--- src/rtl/sipo_deserializer.sv ---
// MSB-first serial-to-parallel receiver with a start strobe for frame alignment
// and a valid/ready holding register. Define PARITY_CHECK_EN for a trailing even-parity bit.
module sipo_deserializer #(
    parameter int WIDTH = 8,
    parameter int SEL   = 3
) (
    input  logic             clock,
    input  logic             reset,
    input  logic             ser_in,
    input  logic             ser_en,
    input  logic             start,
    output logic [WIDTH-1:0] par_out,
    output logic             out_valid,
    input  logic             out_ready,
    output logic             busy,
    output logic             overrun,
    output logic             frame_err
`ifdef PARITY_CHECK_EN
    ,
    output logic             parity_err
`endif
);

`ifdef PARITY_CHECK_EN
    typedef enum logic [1:0] {IDLE, SHIFT, PARITY} state_t;
`else
    typedef enum logic [1:0] {IDLE, SHIFT} state_t;
`endif

    localparam logic [SEL-1:0] LAST_CNT = SEL'(WIDTH - 1);

    state_t           state;
    logic [WIDTH-1:0] shreg;
    logic [SEL-1:0]   cnt;

    logic [WIDTH-1:0] shifted;
    logic [WIDTH-1:0] word;
    logic             complete;
`ifdef PARITY_CHECK_EN
    logic             par_bad;
`endif

    assign shifted = {shreg[WIDTH-2:0], ser_in};
    assign busy    = (state != IDLE);

    // A start strobe always wins: it aborts any frame, even on what would be its last edge.
    always_comb begin
`ifdef PARITY_CHECK_EN
        word     = shreg;
        complete = ser_en && !start && (state == PARITY);
        par_bad  = ^{shreg, ser_in};
`else
        word     = shifted;
        complete = ser_en && !start && (state == SHIFT) && (cnt == LAST_CNT);
`endif
    end

    always_ff @(posedge clock or posedge reset) begin
        if (reset) begin
            state     <= IDLE;
            shreg     <= '0;
            cnt       <= '0;
            par_out   <= '0;
            out_valid <= 1'b0;
            overrun   <= 1'b0;
            frame_err <= 1'b0;
`ifdef PARITY_CHECK_EN
            parity_err <= 1'b0;
`endif
        end else begin
            overrun   <= 1'b0;
            frame_err <= 1'b0;
`ifdef PARITY_CHECK_EN
            parity_err <= 1'b0;
`endif
            if (ser_en) begin
                if (start) begin
                    frame_err <= (state != IDLE);
                    shreg     <= shifted;
                    cnt       <= SEL'(1);
                    state     <= SHIFT;
                end else if (state == SHIFT) begin
                    shreg <= shifted;
                    if (cnt == LAST_CNT) begin
                        cnt <= '0;
`ifdef PARITY_CHECK_EN
                        state <= PARITY;
`else
                        state <= IDLE;
`endif
                    end else begin
                        cnt <= cnt + SEL'(1);
                    end
                end
`ifdef PARITY_CHECK_EN
                else if (state == PARITY) begin
                    parity_err <= par_bad;
                    state      <= IDLE;
                end
`endif
            end

            // Holding register: a new word only lands if the old one is gone or leaving now.
            if (complete) begin
                if (!out_valid || out_ready) begin
                    par_out   <= word;
                    out_valid <= 1'b1;
                end else begin
                    overrun <= 1'b1;
                end
            end else if (out_ready) begin
                out_valid <= 1'b0;
            end
        end
    end

endmodule

--- config.mk ---
export PLATFORM = sky130hd
export DESIGN_NAME = sipo_deserializer
export DESIGN_NICKNAME = d
export VERILOG_FILES = /design/src/rtl/sipo_deserializer.sv
export SDC_FILE = /design/constraint.sdc
export NUM_CORES = 1
export LEC_CHECK = 0
export ABC_AREA = 1
export CORE_ASPECT_RATIO = 1.1
export CORE_UTILIZATION = 56
export CTS_BUF_LIST = sky130_fd_sc_hd__clkbuf_4 sky130_fd_sc_hd__clkbuf_8
export DETAILED_ROUTE_END_ITERATION = 12
export GPL_TIMING_DRIVEN = 0
export HOLD_SLACK_MARGIN = 0.05
export MAX_ROUTING_LAYER = met4
export PLACE_DENSITY = 0.85
export SYNTH_ARGS = -nofsm -noshare
export SYNTH_HDL_FRONTEND = slang
export SYNTH_SLANG_ARGS = --single-unit
--- constraint.sdc ---
create_clock -name clock -period 2.4 [get_ports clock]
set_input_delay 0.36 -clock clock [delete_from_list [all_inputs] [get_ports clock]]
set_output_delay 0.36 -clock clock [all_outputs]
set_load 0.05 [all_outputs]
==> flow_summary.toml, run 1 <==
[grt]
grt_pass1_vias = 638
gr-usage-all-layers = 0.225
grt_overflow_total = 0
grt_max_degree = 23
grt_first_pass_wirelength_um = 2660
antenna_found_initial = 0

[pwr]
power_density_nw_per_um2 = 771
p_leak_nw = 0.616
peakVddDrop_uv = 491

[routing]
drt-pass1-iter-count = 4
first_iter_violations = 10
wl_um = 1630
drt-wirelength-per-cell_um = 11.8
final_antenna_net_count = 0
vias_per_cell = 5.07
vias = 699
post-route-drc-count = 0

[floorplanning]
num_rows = 15
die_h_um = 44.6
start_util = 0.592
dieArea_um2 = 1810
io_pins = 18
core_area_um2 = 1560
die_x_um = 40.7

[worst_setup_path]
cpPeakStageDelay_ns = 0.81
path_delay_family = "buffers and inverters"
cp.required_ns = 2.04
path_cells = "clkdlybuf4s50_1"
endpoint_kind = "output pin"
cp_max_fo = 3
path_buf_inv = 1
start_kind = "flip-flop"
worst_path_max_delay_cell = "clkdlybuf4s50_1"
arrival_ns = 1.52
worstSetupPathType = "flip-flop to output pin"

[timing]
rsz0062_at_grt = "false"
slew_viol_final = 0
skew_ns = 0.00322
setup_viol = 0
worst_pin_slew_ns = 0.805
finalCriticalPeriod_ns = 1.88
hold_viol_final = 0
slew_headroom = 0.463
max_freq_ghz = 0.533
fin_crit_sh = 0.782
setup_tns_ns = 0
holdWs_ns = 0.484

[logic_synthesis]
yosysSeqAreaShare = 0.597
ys_types = 13
avgSynthCellArea_um2 = 9.22
syn_area_um2 = 922
synth-seq-cells = 22
yosys_warnings = 0
syn_nets = 108
synth_cells = 100

[clock_tree]
cts_tree = "built"
cts.htree.levels = 1
clockBufferDepth = 2
clk_pin_slew_ns = 0.12
clock_latency_ns = 0.31
root_buffer = "clkbuf_4"
cts.sinks = 22
ctsResizeCount = 0
cts_setup_buffers = 0
holdBufCountCts = 0
cts_buffers = 3

[status]
outcome = "complete, no violations"

[final_layout]
antenna_cells = 0
nets = 130
drive_gt1_frac = 0.0992
syn_to_final_growth_pct = 26.5
post-route-util = 0.749
final_cells = 138

[place]
place_hpwl_um = 1190
finalWeightedCongestion = 0.767
port_buffers = 17
dp.cells = 134

[run]
drv_cap = 0

[min_path]
worst_hold_path_type = "flip-flop to flip-flop"
-- per-stage QoR --
step / power (mW) / setup slack (ns) / instance area [um^2]
final: 0.900 / 0.524 / 1170
after floorplan: 0.565 / 1.10 / 922
after global routing: 0.942 / 0.470 / 1170
after detailed placement: 0.624 / 0.853 / 1110
after CTS: 0.905 / 0.521 / 1170
after global placement: 0.616 / 0.878 / 1110
-- cell usage in the layout (no fill, tap or decap), drive strengths merged --
cell and instances:
clkdlybuf4s50 17, nand4 8, bufinv 1, nor2 3
nand2 46, ha 2, buf 5, clkbuf 3
dfrtp 22, nand3 10, o21ai 1, inv 3
-- worst paths after layout --
check | from | to | slack, ns | cells past startpoint
hold reg to reg | par_out[0] | par_out[0] | 0.48 | 2
min in group asynchronous | reset | par_out[4] | 0.49 | 2
setup reg to reg | cnt[0] | par_out[6] | 1.12 | 5
max in group asynchronous | reset | out_valid | 1.42 | 2
hold / removal | par_out[0] | par_out[0] | 0.48 | 2
setup / recovery | state[0] | busy | 0.52 | 1
-- kinds of logic (layout without fill, tap and decap cells) --
family,count (synthesis),after routing,synth area share
flops,22,22,0.597
simple gates,67,67,0.324
fa+ha+maj,2,2,0.0271
buf+inv,8,29,0.0461
compound gates,1,1,0.00542
-- where the power goes --
part,leakage [nW],total (mW),internal (mW),switching (mW)
clock network,0.0279,0.283,0.169,0.114
registers,0.288,0.448,0.416,0.0321
logic,0.300,0.168,0.0604,0.108
-- Yosys cell counts (all sizes together) --
cell   number  share of area
dfrtp      22           0.60
o21ai       1         0.0054
nand3      10          0.060
nor2        3          0.020
ha          2          0.027
nand2      46           0.19
buf         5          0.034
nand4       8          0.054
inv         3          0.012
-- layer usage --
metal  wire length, um  track usage  share of wire
met5                 0            -              0
met3                52       0.0452          0.032
met2               773        0.343           0.47
met4                21       0.0800          0.013
met1               783        0.296           0.48
-- cell type report --
cell class | count | area [um^2]
Tap cell | 17 | 21.3
Inverter | 3 | 11.3
Timing Repair Buffer | 17 | 170
Sequential cell | 22 | 551
Clock buffer | 3 | 22.5
Multi-Input combinational cell | 70 | 329
Clock inverter | 1 | 30.0
Buffer | 5 | 31.3
Fill cell | 108 | 392
-- registers in the layout, indices dropped and copies added (netlist names) --
name,flops
state,1
par_out,8
frame_err,1
overrun,1
cnt,3
shreg,7
out_valid,1
-- worst register-to-register path, stage by stage, from the launching register on --
cell and delay [ns]:
dfrtp_1 0.41, ha_1 0.20, ha_1 0.22, buf_2 0.19, nand4_1 0.11, nand2_1 0.05
No activity file was read; power rests on OpenSTA's default activity.
==> run 2: changes to the inputs <==
--- a/config.mk
+++ b/config.mk
@@ -7,13 +7,13 @@
 export LEC_CHECK = 0
 export ABC_AREA = 1
 export CORE_ASPECT_RATIO = 1.1
-export CORE_UTILIZATION = 56
+export CORE_UTILIZATION = 52
 export CTS_BUF_LIST = sky130_fd_sc_hd__clkbuf_4 sky130_fd_sc_hd__clkbuf_8
 export DETAILED_ROUTE_END_ITERATION = 12
 export GPL_TIMING_DRIVEN = 0
 export HOLD_SLACK_MARGIN = 0.05
 export MAX_ROUTING_LAYER = met4
-export PLACE_DENSITY = 0.85
+export PLACE_DENSITY = 0.8
 export SYNTH_ARGS = -nofsm -noshare
 export SYNTH_HDL_FRONTEND = slang
 export SYNTH_SLANG_ARGS = --single-unit
==> constraint.sdc (replaced) <==
create_clock -name clock -period 1.8 [get_ports clock]
set_input_delay 0.27 -clock clock [delete_from_list [all_inputs] [get_ports clock]]
set_output_delay 0.27 -clock clock [all_outputs]
set_load 0.05 [all_outputs]
==> flow_summary.toml, run 2 (synthesis results as in run 1) <==
[final_layout]
antenna_cells = 0
drive_gt1_frac = 0.0992
syn_to_final_growth_pct = 25.1
reg_top3 = "par_out x8, shreg x7, cnt x3"
largest_register_ffs = 8
top_register = "par_out"
mostFrequentLayoutCells = "45 x nand2_1, 22 x dfrtp_1, 14 x clkdlybuf4s50_1, 9 x nand3_1, 8 x nand4_1"
postLayoutCellArea_um2 = 1150
final_common_cell = "nand2_1"
nets = 130
final_cells = 138

[timing]
setup_viol = 0
rsz0062_at_grt = "false"
hold_viol_final = 0
fin_crit_sh = 0.977
holdWs_ns = 0.395
slew_viol_final = 0
skew_ns = 0.00496
slew_headroom = 0.468
max_freq_ghz = 0.569
setup_tns_ns = 0
worst_pin_slew_ns = 0.797
finalCriticalPeriod_ns = 1.76

[routing]
post-route-drc-count = 0
first_iter_violations = 15
vias = 717
final_antenna_net_count = 0
drt-wirelength-per-cell_um = 12.3
drt-pass1-iter-count = 4
wl_um = 1690
vias_per_cell = 5.20

[run]
drv_cap = 0

[worst_setup_path]
worstReg2RegStart = "cnt[0]"
endpoint_kind = "output pin"
r2r_cells = 5
r2r_slack_ns = 0.49
cp.depth = 1
path_cells = "clkdlybuf4s50_1"
arrival_ns = 1.49
r2r_end = "par_out[1]"
cp.required_ns = 1.53
worstSetupPathType = "flip-flop to output pin"
worst_path_max_delay_cell = "clkdlybuf4s50_1"
path_buf_inv = 1
cpPeakStageDelay_ns = 0.80
cp_max_fo = 2
path_delay_family = "buffers and inverters"
start_kind = "flip-flop"

[grt]
grt_first_pass_wirelength_um = 2730
gr-usage-all-layers = 0.197
antenna_found_initial = 0
grt_pass1_vias = 648
grt_max_degree = 23
grt_overflow_total = 0

[clock_tree]
cts.sinks = 22
clockBufferDepth = 2
cts_buffers = 3
cts_tree = "built"
root_buffer = "clkbuf_4"
cts.htree.levels = 1
cts_setup_buffers = 0
clock_latency_ns = 0.31
clk_pin_slew_ns = 0.12

[status]
outcome = "complete, no violations"

[place]
port_buffers = 17
dp.cells = 134
finalWeightedCongestion = 0.799
place_hpwl_um = 1220
dpl_cell_area_um2 = 1110

[floorplanning]
die_x_um = 42.2
io_pins = 18
dieArea_um2 = 1950
start_util = 0.571
die_h_um = 46.2
num_rows = 15
core_area_um2 = 1610

[pwr]
power_density_nw_per_um2 = 955
p_int_mw = 0.759
p_seq_frac = 0.542
p_leak_nw = 0.643
peakVddDrop_uv = 723
clockPowerShare = 0.251
switching_share = 0.311
combPwrFrac = 0.207
power_switching_mw = 0.343

[min_path]
worst_hold_path_type = "primary input to asynchronous set/reset pin"
## run 2: changes by cell type in the layout (fill, tap and decap cells not counted)
cell             change
bufinv_16            -1
clkbuf_8             +1
clkdlybuf4s50_1      -3
dlygate4sd2_1        +1
dlymetal6s2s_1       +2
## run 2: worst max-delay path by stage
stage / start / endpoint / slack [ns]
2_1_floorplan: state[0] / par_out[0] / 0.50
3_3_place_gp: ser_en / par_out[3] / 0.36
3_5_place_dp: ser_en / par_out[2] / 0.34
4_1_cts: par_out[6] / par_out[6] / 0.04
5_1_grt: par_out[6] / par_out[6] / 0.005
6_report: par_out[6] / par_out[6] / 0.04
## run 2: area by class of cell
class / instances / area (um^2)
buffer: 5 / 31.3
clock buffer: 4 / 36.3
fill: 128 / 460
inverter: 3 / 11.3
multi-input combinational: 70 / 329
sequential: 22 / 551
tap: 17 / 21.3
timing repair buffer: 17 / 174
## run 2: through the flow
stage | power (mW) | utilization | setup WS [ns]
CTS | 1.10 | 0.712 | 0.0425
global placement | 0.823 | 0.690 | 0.364
global route | 1.15 | 0.715 | 0.00473
finish | 1.10 | 0.715 | 0.0418
floorplan | 0.753 | - | 0.500
detailed placement | 0.836 | 0.690 | 0.340
## run 2: timing repair
item,CTS,global route
resized for setup,1,2
hold buffers,0,0
setup endpoints to repair,1,2
## run 2: power groups by stage
stage	combinational, mW	clock (mW)	sequential, mW
final	0.228	0.277	0.597
after global routing	0.248	0.295	0.602
after CTS	0.231	0.273	0.596
after detailed placement	0.230	0	0.605
after global placement	0.220	0	0.603
after floorplan	0.0905	0	0.662
## run 2: routing by layer
metal	share of wire	track usage	vias up
met5	0	-	-
met4	0.0077	0.0563	0
met3	0.047	0.0588	2
met2	0.49	0.334	19
met1	0.46	0.233	327
li1	-	-	369
==> patch (config.mk and constraints of run 2) <==
Change the parameter `SEL` from 3 to 6.
--- a/src/rtl/sipo_deserializer.sv
+++ b/src/rtl/sipo_deserializer.sv
@@ -3,5 +3,5 @@
 module sipo_deserializer #(
     parameter int WIDTH = 8,
-    parameter int SEL   = 3
+    parameter int SEL   = 6
 ) (
     input  logic             clock,
Function: no difference found for any inputs over 10 cycles, from zero or initial values and one cycle with reset high; that may be too few to reach the edited logic, so the function may still have changed.
==> patch against run 2 <==
  * Sequential power is 24% higher
  * Highest routed layer unchanged
  * Design area is 15% higher
  * Area after synthesis is 18% higher
  * Largest power group unchanged
  * Setup slack better by 0.0011 ns
  * Power is 27% higher
  * Routed wire length is 8.8% higher
  * Worst hold slack better by 0.053 ns
  * Sequential cell count is 3 higher
  * Global-route usage is 0.27 points higher
==> patch: results (changes against run 2) <==
status completed; Largest regs par_out (8), shreg (7), cnt (6); RR Endpoint par_out[0]$_DFFE_PP0P_; Unique masters post-synth 20 (+7); Filler Cell Count 176 (+38%); Seq/Total Area, Yosys 0.574 (-0.0230); largest net degree at the start of global routing 26 (+13%); maximum vdd drop 763 uV (+5.4%); H-tree levels 1 (unchanged); Final GP Congestion 0.739 (-7.5%); Leakage 0.707 nW (+9.9%); nets@finish 140 (+7.7%); crit path DAT 1.49 ns (about the same); hold_ws 0.448 ns (+0.0533 ns); hpwl dp 1.37 mm (+12%); first-pass GRT wire length 3.17 mm (+16%); vias in the first global route 747 (+15%); Worst R2R Setup Slack 0.37 ns (-0.12 ns); Worst Skew 0.00466 ns (-0.000304 ns); Worst setup startpoint par_out[4]$_DFFE_PP0P_; commonest cells in the synthesized netlist 35 x nand2_1, 25 x dfrtp_1, 10 x nor2_1; layout cells sized above 1 0.0909 (-0.00826); sw frac 0.344 (+0.0330); Worst Max-Slew Pin Slew 0.926 ns (+0.129 ns); wire per inst 11.5 microns (-6.2%); Via-to-Cell Ratio 4.91 (-5.4%); R2R depth 8 (+3); IO Port Bufs 17 (unchanged); Mapped Nets 118 (+9.3%); initial DRC count 12 (-3); Critical Path Sink par_out[4]; Critical Path Fanout Max 2 (unchanged); Synth area leaders dfrtp_1 57%, nand2_1 12%, mux2_1 7.2%; GRT Overall Usage 0.200 (+0.00269)
-- patch: cell count changes in the layout (fill, tap and decap cells not counted), sizes merged, moves of 3 or more --
cell,delta
buf,-3
dfrtp,+3
inv,+5
mux2,+7
nand2,-9
nand3,-6
nor2,+8
xor2,+3
-- patch: logic make-up (layout without fill, tap and decap cells) --
logic type | count (synthesis) | after routing | share of synthesized area
xor+xnor | 3 | 3 | 0.0241
simple gates | 62 | 62 | 0.261
flops | 25 | 25 | 0.574
fa+ha+maj | 1 | 1 | 0.0115
compound gates | 1 | 1 | 0.00459
mux | 7 | 7 | 0.0723
buf+inv | 12 | 33 | 0.0528
-- patch: stage by stage --
step | worst slack [ns] | instance area (sq um) | cells
final | 0.0428 | 1330 | 160
after global routing | 0.00280 | 1330 | 160
after CTS | 0.0323 | 1320 | 160
after detailed placement | 0.154 | 1290 | 156
after global placement | 0.167 | 1290 | 156
after floorplan | 0.287 | 1090 | 111
-- patch: layout make-up --
cell class / instances / area [sq um] / share of cell area
well taps: 28 / 35.0 / 0.0263
flip-flops and latches: 25 / 626 / 0.470
plain buffers: 3 / 22.5 / 0.0169
repair buffers: 17 / 176 / 0.133
multi-input cells: 74 / 407 / 0.305
clock buffers: 4 / 30.0 / 0.0226
inverters: 9 / 35.0 / 0.0263
-- patch: power groups by stage --
stage	clock [mW]	combinational, mW	sequential (mW)
floorplan	0	0.133	0.884
global placement	0	0.400	0.743
detailed placement	0	0.410	0.751
CTS	0.264	0.410	0.738
global route	0.287	0.438	0.751
finish	0.254	0.404	0.738
-- patch: layer usage --
metal | routed length (microns) | part of all wire | GRT usage
met5 | 0 | 0 | -
met2 | 896 | 0.49 | 0.312
met1 | 844 | 0.46 | 0.248
met3 | 60 | 0.033 | 0.0220
met4 | 40 | 0.022 | 0.106
